==> config.mk <==
export PLATFORM = sky130hd
export DESIGN_NAME = llsc_ctrl_flat
export DESIGN_NICKNAME = d
export VERILOG_FILES = /design/src/rtl/llsc_ctrl_pkg.sv /design/src/rtl/llsc_ctrl_if.sv /design/src/rtl/llsc_ctrl.sv /design/src/flat_wrapper.sv
export SDC_FILE = /design/constraint.sdc
export NUM_CORES = 1
export LEC_CHECK = 0
export CAP_MARGIN = 20
export CORE_MARGIN = 5
export CORE_UTILIZATION = 46
export DETAILED_ROUTE_END_ITERATION = 7
export PLACE_DENSITY = 0.85
export SYNTH_ARGS = -nofsm -noshare
export SYNTH_HDL_FRONTEND = slang
export SYNTH_SLANG_ARGS = --single-unit
==> constraint.sdc <==
create_clock -name clk -period 3.77 [get_ports clk]
set_input_delay 0.754 -clock clk [delete_from_list [all_inputs] [get_ports clk]]
set_output_delay 0.754 -clock clk [all_outputs]
set_load 0.005 [all_outputs]
==> src/rtl/llsc_ctrl_pkg.sv <==
// Shared definitions for the LL/SC controller: op encodings, FSM states and
// the width of the word-granular link address.
package llsc_ctrl_pkg;

  localparam int LINK_AW = 30;

  typedef enum logic [1:0] {
    LLSC_NONE = 2'b00,
    LLSC_LL   = 2'b01,
    LLSC_SC   = 2'b10
  } llsc_op_e;

  typedef enum logic [1:0] {
    ST_IDLE  = 2'b00,
    ST_LL_RD = 2'b01,
    ST_SC_WR = 2'b10,
    ST_DONE  = 2'b11
  } llsc_state_e;

endpackage

==> src/rtl/llsc_ctrl_if.sv <==
// Memory bus seen by the LL/SC controller: a single outstanding request held
// stable until the slave acknowledges it.
interface llsc_ctrl_if;
  logic        bus_req_o;
  logic        bus_we_o;
  logic [31:0] bus_addr_o;
  logic [31:0] bus_wdata_o;
  logic        bus_ack_i;
  logic [31:0] bus_rdata_i;

  modport master (
    output bus_req_o, bus_we_o, bus_addr_o, bus_wdata_o,
    input  bus_ack_i, bus_rdata_i
  );

  modport slave (
    input  bus_req_o, bus_we_o, bus_addr_o, bus_wdata_o,
    output bus_ack_i, bus_rdata_i
  );
endinterface

==> src/rtl/llsc_ctrl.sv <==
// Load-linked / store-conditional controller for the MEM stage. Tracks the
// linked word, drives the external link bit and performs the bus accesses.
module llsc_ctrl
  import llsc_ctrl_pkg::*;
(
  input  logic              clk,
  input  logic              rst,
  input  logic              flush,
  input  logic              op_valid,
  input  logic [1:0]        op,
  input  logic [31:0]       op_addr,
  input  logic [31:0]       op_wdata,
  output logic              stall_o,
  output logic [31:0]       result_o,
  output logic              result_valid_o,
  output logic              align_err_o,
  llsc_ctrl_if.master       bus,
  input  logic              snoop_we_i,
  input  logic [31:0]       snoop_addr_i,
  input  logic              llbit_i,
  output logic              llbit_we_o,
  output logic              llbit_wdata_o
);

  llsc_state_e        state_q, state_d;
  logic [LINK_AW-1:0] link_q, link_d;
  logic [31:0]        result_q, result_d;
  logic [31:0]        addr_q, addr_d;
  logic [31:0]        wdata_q, wdata_d;
  logic               align_err_q, align_err_d;
  logic               sc_flush_q, sc_flush_d;

  logic snoop_hit, is_ll, is_sc, misaligned, sc_pass, sc_abandon;

  // Shift keeps every snoop address bit in the compare; bits [1:0] fall out.
  assign snoop_hit  = snoop_we_i && llbit_i && ((snoop_addr_i >> 2) == {2'b00, link_q});
  assign is_ll      = (op == LLSC_LL);
  assign is_sc      = (op == LLSC_SC);
  assign misaligned = (op_addr[1:0] != 2'b00);
  assign sc_pass    = llbit_i && (link_q == op_addr[31:2]) && !snoop_hit;
  assign sc_abandon = flush || sc_flush_q;

  always_comb begin
    state_d       = state_q;
    link_d        = link_q;
    result_d      = result_q;
    addr_d        = addr_q;
    wdata_d       = wdata_q;
    align_err_d   = 1'b0;
    sc_flush_d    = sc_flush_q;
    stall_o       = 1'b0;
    llbit_we_o    = 1'b0;
    llbit_wdata_o = 1'b0;

    if (snoop_hit) begin
      llbit_we_o    = 1'b1;
      llbit_wdata_o = 1'b0;
    end

    case (state_q)
      ST_IDLE: begin
        if (!flush && op_valid && (is_ll || is_sc)) begin
          if (misaligned) begin
            align_err_d = 1'b1;
          end else begin
            stall_o    = 1'b1;
            addr_d     = op_addr;
            wdata_d    = op_wdata;
            sc_flush_d = 1'b0;
            if (is_ll) begin
              state_d = ST_LL_RD;
            end else if (sc_pass) begin
              state_d = ST_SC_WR;
            end else begin
              result_d      = 32'd0;
              llbit_we_o    = 1'b1;
              llbit_wdata_o = 1'b0;
              state_d       = ST_DONE;
            end
          end
        end
      end
      ST_LL_RD: begin
        if (flush) begin
          state_d = ST_IDLE;
        end else begin
          stall_o = 1'b1;
          if (bus.bus_ack_i) begin
            result_d      = bus.bus_rdata_i;
            link_d        = addr_q[31:2];
            llbit_we_o    = 1'b1;
            llbit_wdata_o = 1'b1;
            state_d       = ST_DONE;
          end
        end
      end
      ST_SC_WR: begin
        // A flushed SC still finishes its write but reports nothing.
        stall_o = !sc_abandon;
        if (flush) sc_flush_d = 1'b1;
        if (bus.bus_ack_i) begin
          result_d      = 32'd1;
          llbit_we_o    = 1'b1;
          llbit_wdata_o = 1'b0;
          state_d       = sc_abandon ? ST_IDLE : ST_DONE;
        end
      end
      default: begin
        state_d = ST_IDLE;
      end
    endcase

    if (flush && (state_q != ST_SC_WR)) begin
      llbit_we_o    = 1'b0;
      llbit_wdata_o = 1'b0;
    end
  end

  always_ff @(posedge clk) begin
    if (rst) begin
      state_q     <= ST_IDLE;
      link_q      <= '0;
      result_q    <= '0;
      addr_q      <= '0;
      wdata_q     <= '0;
      align_err_q <= 1'b0;
      sc_flush_q  <= 1'b0;
    end else begin
      state_q     <= state_d;
      link_q      <= link_d;
      result_q    <= result_d;
      addr_q      <= addr_d;
      wdata_q     <= wdata_d;
      align_err_q <= align_err_d;
      sc_flush_q  <= sc_flush_d;
    end
  end

  assign result_o        = result_q;
  assign result_valid_o  = (state_q == ST_DONE) && !flush;
  assign align_err_o     = align_err_q;
  assign bus.bus_req_o   = (state_q == ST_LL_RD) || (state_q == ST_SC_WR);
  assign bus.bus_we_o    = (state_q == ST_SC_WR);
  assign bus.bus_addr_o  = addr_q;
  assign bus.bus_wdata_o = wdata_q;

endmodule
==> src/flat_wrapper.sv <==
// flat-port wrapper written by rule: the top's interface ports become plain ports
module llsc_ctrl_flat import llsc_ctrl_pkg::*;
  (clk, rst, flush, op_valid, op, op_addr, op_wdata, stall_o, result_o, result_valid_o, align_err_o, snoop_we_i, snoop_addr_i, llbit_i, llbit_we_o, llbit_wdata_o, bus_bus_req_o, bus_bus_we_o, bus_bus_addr_o, bus_bus_wdata_o, bus_bus_ack_i, bus_bus_rdata_i);
  llsc_ctrl_if bus_i ();
  input  logic clk;
  input  logic rst;
  input  logic flush;
  input  logic op_valid;
  input  logic [1:0] op;
  input  logic [31:0] op_addr;
  input  logic [31:0] op_wdata;
  output logic stall_o;
  output logic [31:0] result_o;
  output logic result_valid_o;
  output logic align_err_o;
  input  logic snoop_we_i;
  input  logic [31:0] snoop_addr_i;
  input  logic llbit_i;
  output logic llbit_we_o;
  output logic llbit_wdata_o;
  output wire logic [$bits(bus_i.bus_req_o)-1:0] bus_bus_req_o;
  output wire logic [$bits(bus_i.bus_we_o)-1:0] bus_bus_we_o;
  output wire logic [$bits(bus_i.bus_addr_o)-1:0] bus_bus_addr_o;
  output wire logic [$bits(bus_i.bus_wdata_o)-1:0] bus_bus_wdata_o;
  input wire logic [$bits(bus_i.bus_ack_i)-1:0] bus_bus_ack_i;
  input wire logic [$bits(bus_i.bus_rdata_i)-1:0] bus_bus_rdata_i;
  assign bus_bus_req_o = bus_i.bus_req_o;
  assign bus_bus_we_o = bus_i.bus_we_o;
  assign bus_bus_addr_o = bus_i.bus_addr_o;
  assign bus_bus_wdata_o = bus_i.bus_wdata_o;
  assign bus_i.bus_ack_i = bus_bus_ack_i;
  assign bus_i.bus_rdata_i = bus_bus_rdata_i;
  llsc_ctrl u_core (.clk(clk), .rst(rst), .flush(flush), .op_valid(op_valid), .op(op), .op_addr(op_addr), .op_wdata(op_wdata), .stall_o(stall_o), .result_o(result_o), .result_valid_o(result_valid_o), .align_err_o(align_err_o), .bus(bus_i), .snoop_we_i(snoop_we_i), .snoop_addr_i(snoop_addr_i), .llbit_i(llbit_i), .llbit_we_o(llbit_we_o), .llbit_wdata_o(llbit_wdata_o));
endmodule
==> metrics.md <==
| Metric | Value |
|---|---|
| Hold Vio Cnt, Final | `0` |
| Initial antenna violation count | `2` |
| Row count | `40` |
| Pwr/cell area | `432.6 nW/um^2` |
| Layout net count | `1096` |
| CP arrival | `2.98 ns` |
| Layout cells sized above 1 | `9.006%` |
| Leak pwr | `3.427 nW` |
| Power after layout | `3.980 mW` |
| Setup crit end kind | `output port` |
| Fmax | `268.1 MHz` |
| Post-synth top area share | `45.40%` |
| Minimum clock period | `3.730 ns` |
| DIE HEIGHT | `121.6 um` |
| Horiz. Die Dim | `121.6 um` |
| Non-filler cells in the finished layout | `1136` |
| HPWL Detailed | `13220 um` |
| Distinct cells, synth | `37` |
| Peak supply drop | `0.0003444 V` |
| Port bufs | `237` |
| Setup violators final | `0` |
| H-tree lvl count | `4` |
| Reg2reg end | `u_core.result_o[25]$_SDFFE_PP0P_` |
| First-pass GRT wire length | `27630 um` |
| Reg2reg setup slack | `1.26 ns` |
| I/O pin count | `240` |
| Routed Antenna Nets | `0` |
| Root buffer cell | `clkbuf_16` |
| CTS tree | `yes` |
| Cell area after synthesis | `5733 sq um` |
| Fin crit share | `98.94%` |
| Placed cells | `1098` |
| Min-delay worst type | `flop to flop` |
| Worst hold start | `u_core.bus.bus_wdata_o[23]$_SDFFE_PP0P_` |
| Pins Over Slew Limit | `0` |
| Drt total wl | `18630 um` |
| GP Congestion | `0.9635` |
| Worst Setup SP | `snoop_addr_i[16]` |
| Initial core utilization | `47.33%` |
| Clock sink count | `130` |
| Register area share after synthesis | `45.40%` |
| Design Area, Final | `9200 sq um` |
| Die area | `14800 sq um` |
| WP data required | `3.02 ns` |
| Worst setup SP type | `input pin` |
| Vias/cell | `5.070` |
| Critical Path Fanout Max | `2` |
| Fillers | `881` |
| Avg WL per Cell | `16.40 um` |
| Post-Route Setup TNS | `0 ns` |
| Slew headroom | `49.53%` |
| Num CTS Buffers | `17` |
| Clock Pin Slew Worst Setup and Hold Paths | `0.05 ns` |
| DRT iter0 DRCs | `401` |
| WHS Path Cells | `2` |
| RR Startpoint | `u_core.link_q[14]$_SDFFE_PP0P_` |
| Syn Nets | `847` |
| Worst Skew | `0.009604 ns` |
| R2r worst-path depth | `8` |
| Area of the multi-input gates | `3107 sq um` |
| Core Region | `12110 sq um` |
| Worst-Margin Slew | `0.7571 ns` |
| Avg Cell Area, Syn | `8.132 sq um` |
| Hold buffers post-CTS | `0` |
| Hold endpoint | `u_core.bus.bus_wdata_o[23]$_SDFFE_PP0P_` |
| Via count | `5760` |
| Clock buffer depth | `2` |
| Sequential cell area | `2603 sq um` |
| Drt drc | `0` |
| Number of synthesis warnings | `0` |
| Number of global-route vias before repair | `5471` |
| Post-Syn Instances | `705` |
| Synth top area cells | `dfxtp_1 45%, nand2_1 14%, a21oi_1 8.6%, xnor2_1 7.6%, mux2i_1 5.6%` |
| Synth-to-layout area growth | `60.48%` |
| Post-synthesis register bit count | `130` |
| First-pass DRT Iterations | `5` |
| Grt ovf | `0` |
| Cell accounting for the most synthesized area | `dfxtp_1` |
| Kind of critical path | `input pin to output port` |
| Area after DPL | `8396 sq um` |
| GR Util All Layers | `23.85%` |
| Status | `complete, no violations` |
| Worst-skew pair later-pin latency | `0.41 ns` |
| Pin count of the biggest net entering global routing | `82` |
| Maxcap violations | `0` |
## repair_timing
action / 4_1_cts / 5_1_grt
endpoints found under the setup margin: 1 / 1
buffers inserted: 0 / 5
resized for setup: 12 / 26
pin swaps: 3 / 16
## state kept, by name, indices dropped and copies added (netlist names)
name and cells:
u_core.sc_flush_q 1, u_core.result_o 32, u_core.bus.bus_addr_o 32, u_core.align_err_o 1, u_core.bus.bus_wdata_o 32, u_core.link_q 30, u_core.state_q 2
## synth_stat cells, drive strengths merged
| cell type | number |
|---|---|
| nand2 | 221 |
| dfxtp | 130 |
| a21oi | 99 |
| xnor2 | 50 |
| clkbuf | 34 |
| nand2b | 34 |
| mux2i | 32 |
| nand4 | 20 |
| nor2 | 10 |
| xor2 | 10 |
| inv | 8 |
| nor4 | 7 |
| buf | 6 |
| nand3 | 6 |
| o21ai | 6 |
| ha | 5 |
| or4 | 3 |
| a211o | 2 |
| and4 | 2 |
| nand4b | 2 |
| nor2b | 2 |
| nor3 | 2 |
| nor3b | 2 |
| nor4b | 2 |
| o311ai | 2 |
| a211oi | 1 |
| a21boi | 1 |
| a2bb2oi | 1 |
| nand3b | 1 |
| nand4bb | 1 |
| o22ai | 1 |
| or3 | 1 |
| or3b | 1 |
## cells in the final DEF (no fill, tap or decap), types with 17 or more instances in the layout
master and count:
xnor2_1 31, a21oi_1 98, nand2_1 220, mux2i_1 32, xnor2_2 19, dfxtp_1 130
clkbuf_16 17, nand2b_1 34, buf_4 32, nand4_1 20, clkdlybuf4s50_1 220
## final cells by class
class,count,area share [%]
Inverter,8,0.3264
Tap cell,168,2.285
Antenna cell,2,0.05440
Multi-Input combinational cell,527,33.77
Sequential cell,130,28.29
Timing Repair Buffer,270,29.04
Clock buffer,26,5.426
Clock inverter,5,0.8160
## through the flow
| step | util, % | setup slack (ns) | hold slack, ns |
|---|---|---|---|
| after detailed placement | 69.32 | -0.2494 | 0.4457 |
| after global placement | 69.32 | -0.2277 | 0.4406 |
| after floorplan | - | 0.9451 | 0.4466 |
| final | 75.96 | 0.04006 | 0.4511 |
| after CTS | 74.56 | 0.001392 | 0.4528 |
| after global routing | 75.96 | -0.08106 | 0.4716 |
## report_power, final
part | total, mW | switching, mW | internal [mW] | leakage [nW]
clock | 1.59 | 0.556 | 1.04 | 0.284
sequential | 1.44 | 0.0250 | 1.41 | 1.05
combinational | 0.952 | 0.474 | 0.478 | 2.09
## kinds of logic after synthesis
| group | count (synthesis) | share of synthesized area (%) |
|---|---|---|
| buffers and inverters | 48 | 3.535 |
| DFF | 130 | 45.40 |
| adders and majority gates | 5 | 1.091 |
| muxes | 32 | 5.587 |
| AOI/OAI and AO/OA | 113 | 10.37 |
| and+or+nand+nor | 317 | 24.86 |
| xor gates and xnor gates | 60 | 9.166 |
## worst max path at each step
stage / to / slack (ns) / cells past startpoint
final: llbit_we_o / 0.04 / 9
after global routing: llbit_we_o / -0.08 / 9
after CTS: llbit_we_o / 0.001 / 8
after detailed placement: llbit_we_o / -0.25 / 8
after global placement: llbit_we_o / -0.23 / 8
after floorplan: llbit_we_o / 0.95 / 6
## per-layer routing
| layer | part of all wire, % | GRT usage (%) |
|---|---|---|
| met5 | 0 | 0 |
| met4 | 2.5 | 9.664 |
| met3 | 9.4 | 9.610 |
| met2 | 48 | 39.21 |
| met1 | 40 | 27.71 |
## worst max-delay path: stages
cell and delay (ns):
clkdlybuf4s50_1 0.48, xnor2_1 0.13, buf_4 0.16, nand4_1 0.11, nor4_2 0.37, a211o_1 0.23
nor4b_1 0.31, a2bb2oi_1 0.17, dlygate4sd2_1 0.26
No activity file was read; power rests on OpenSTA's default activity.
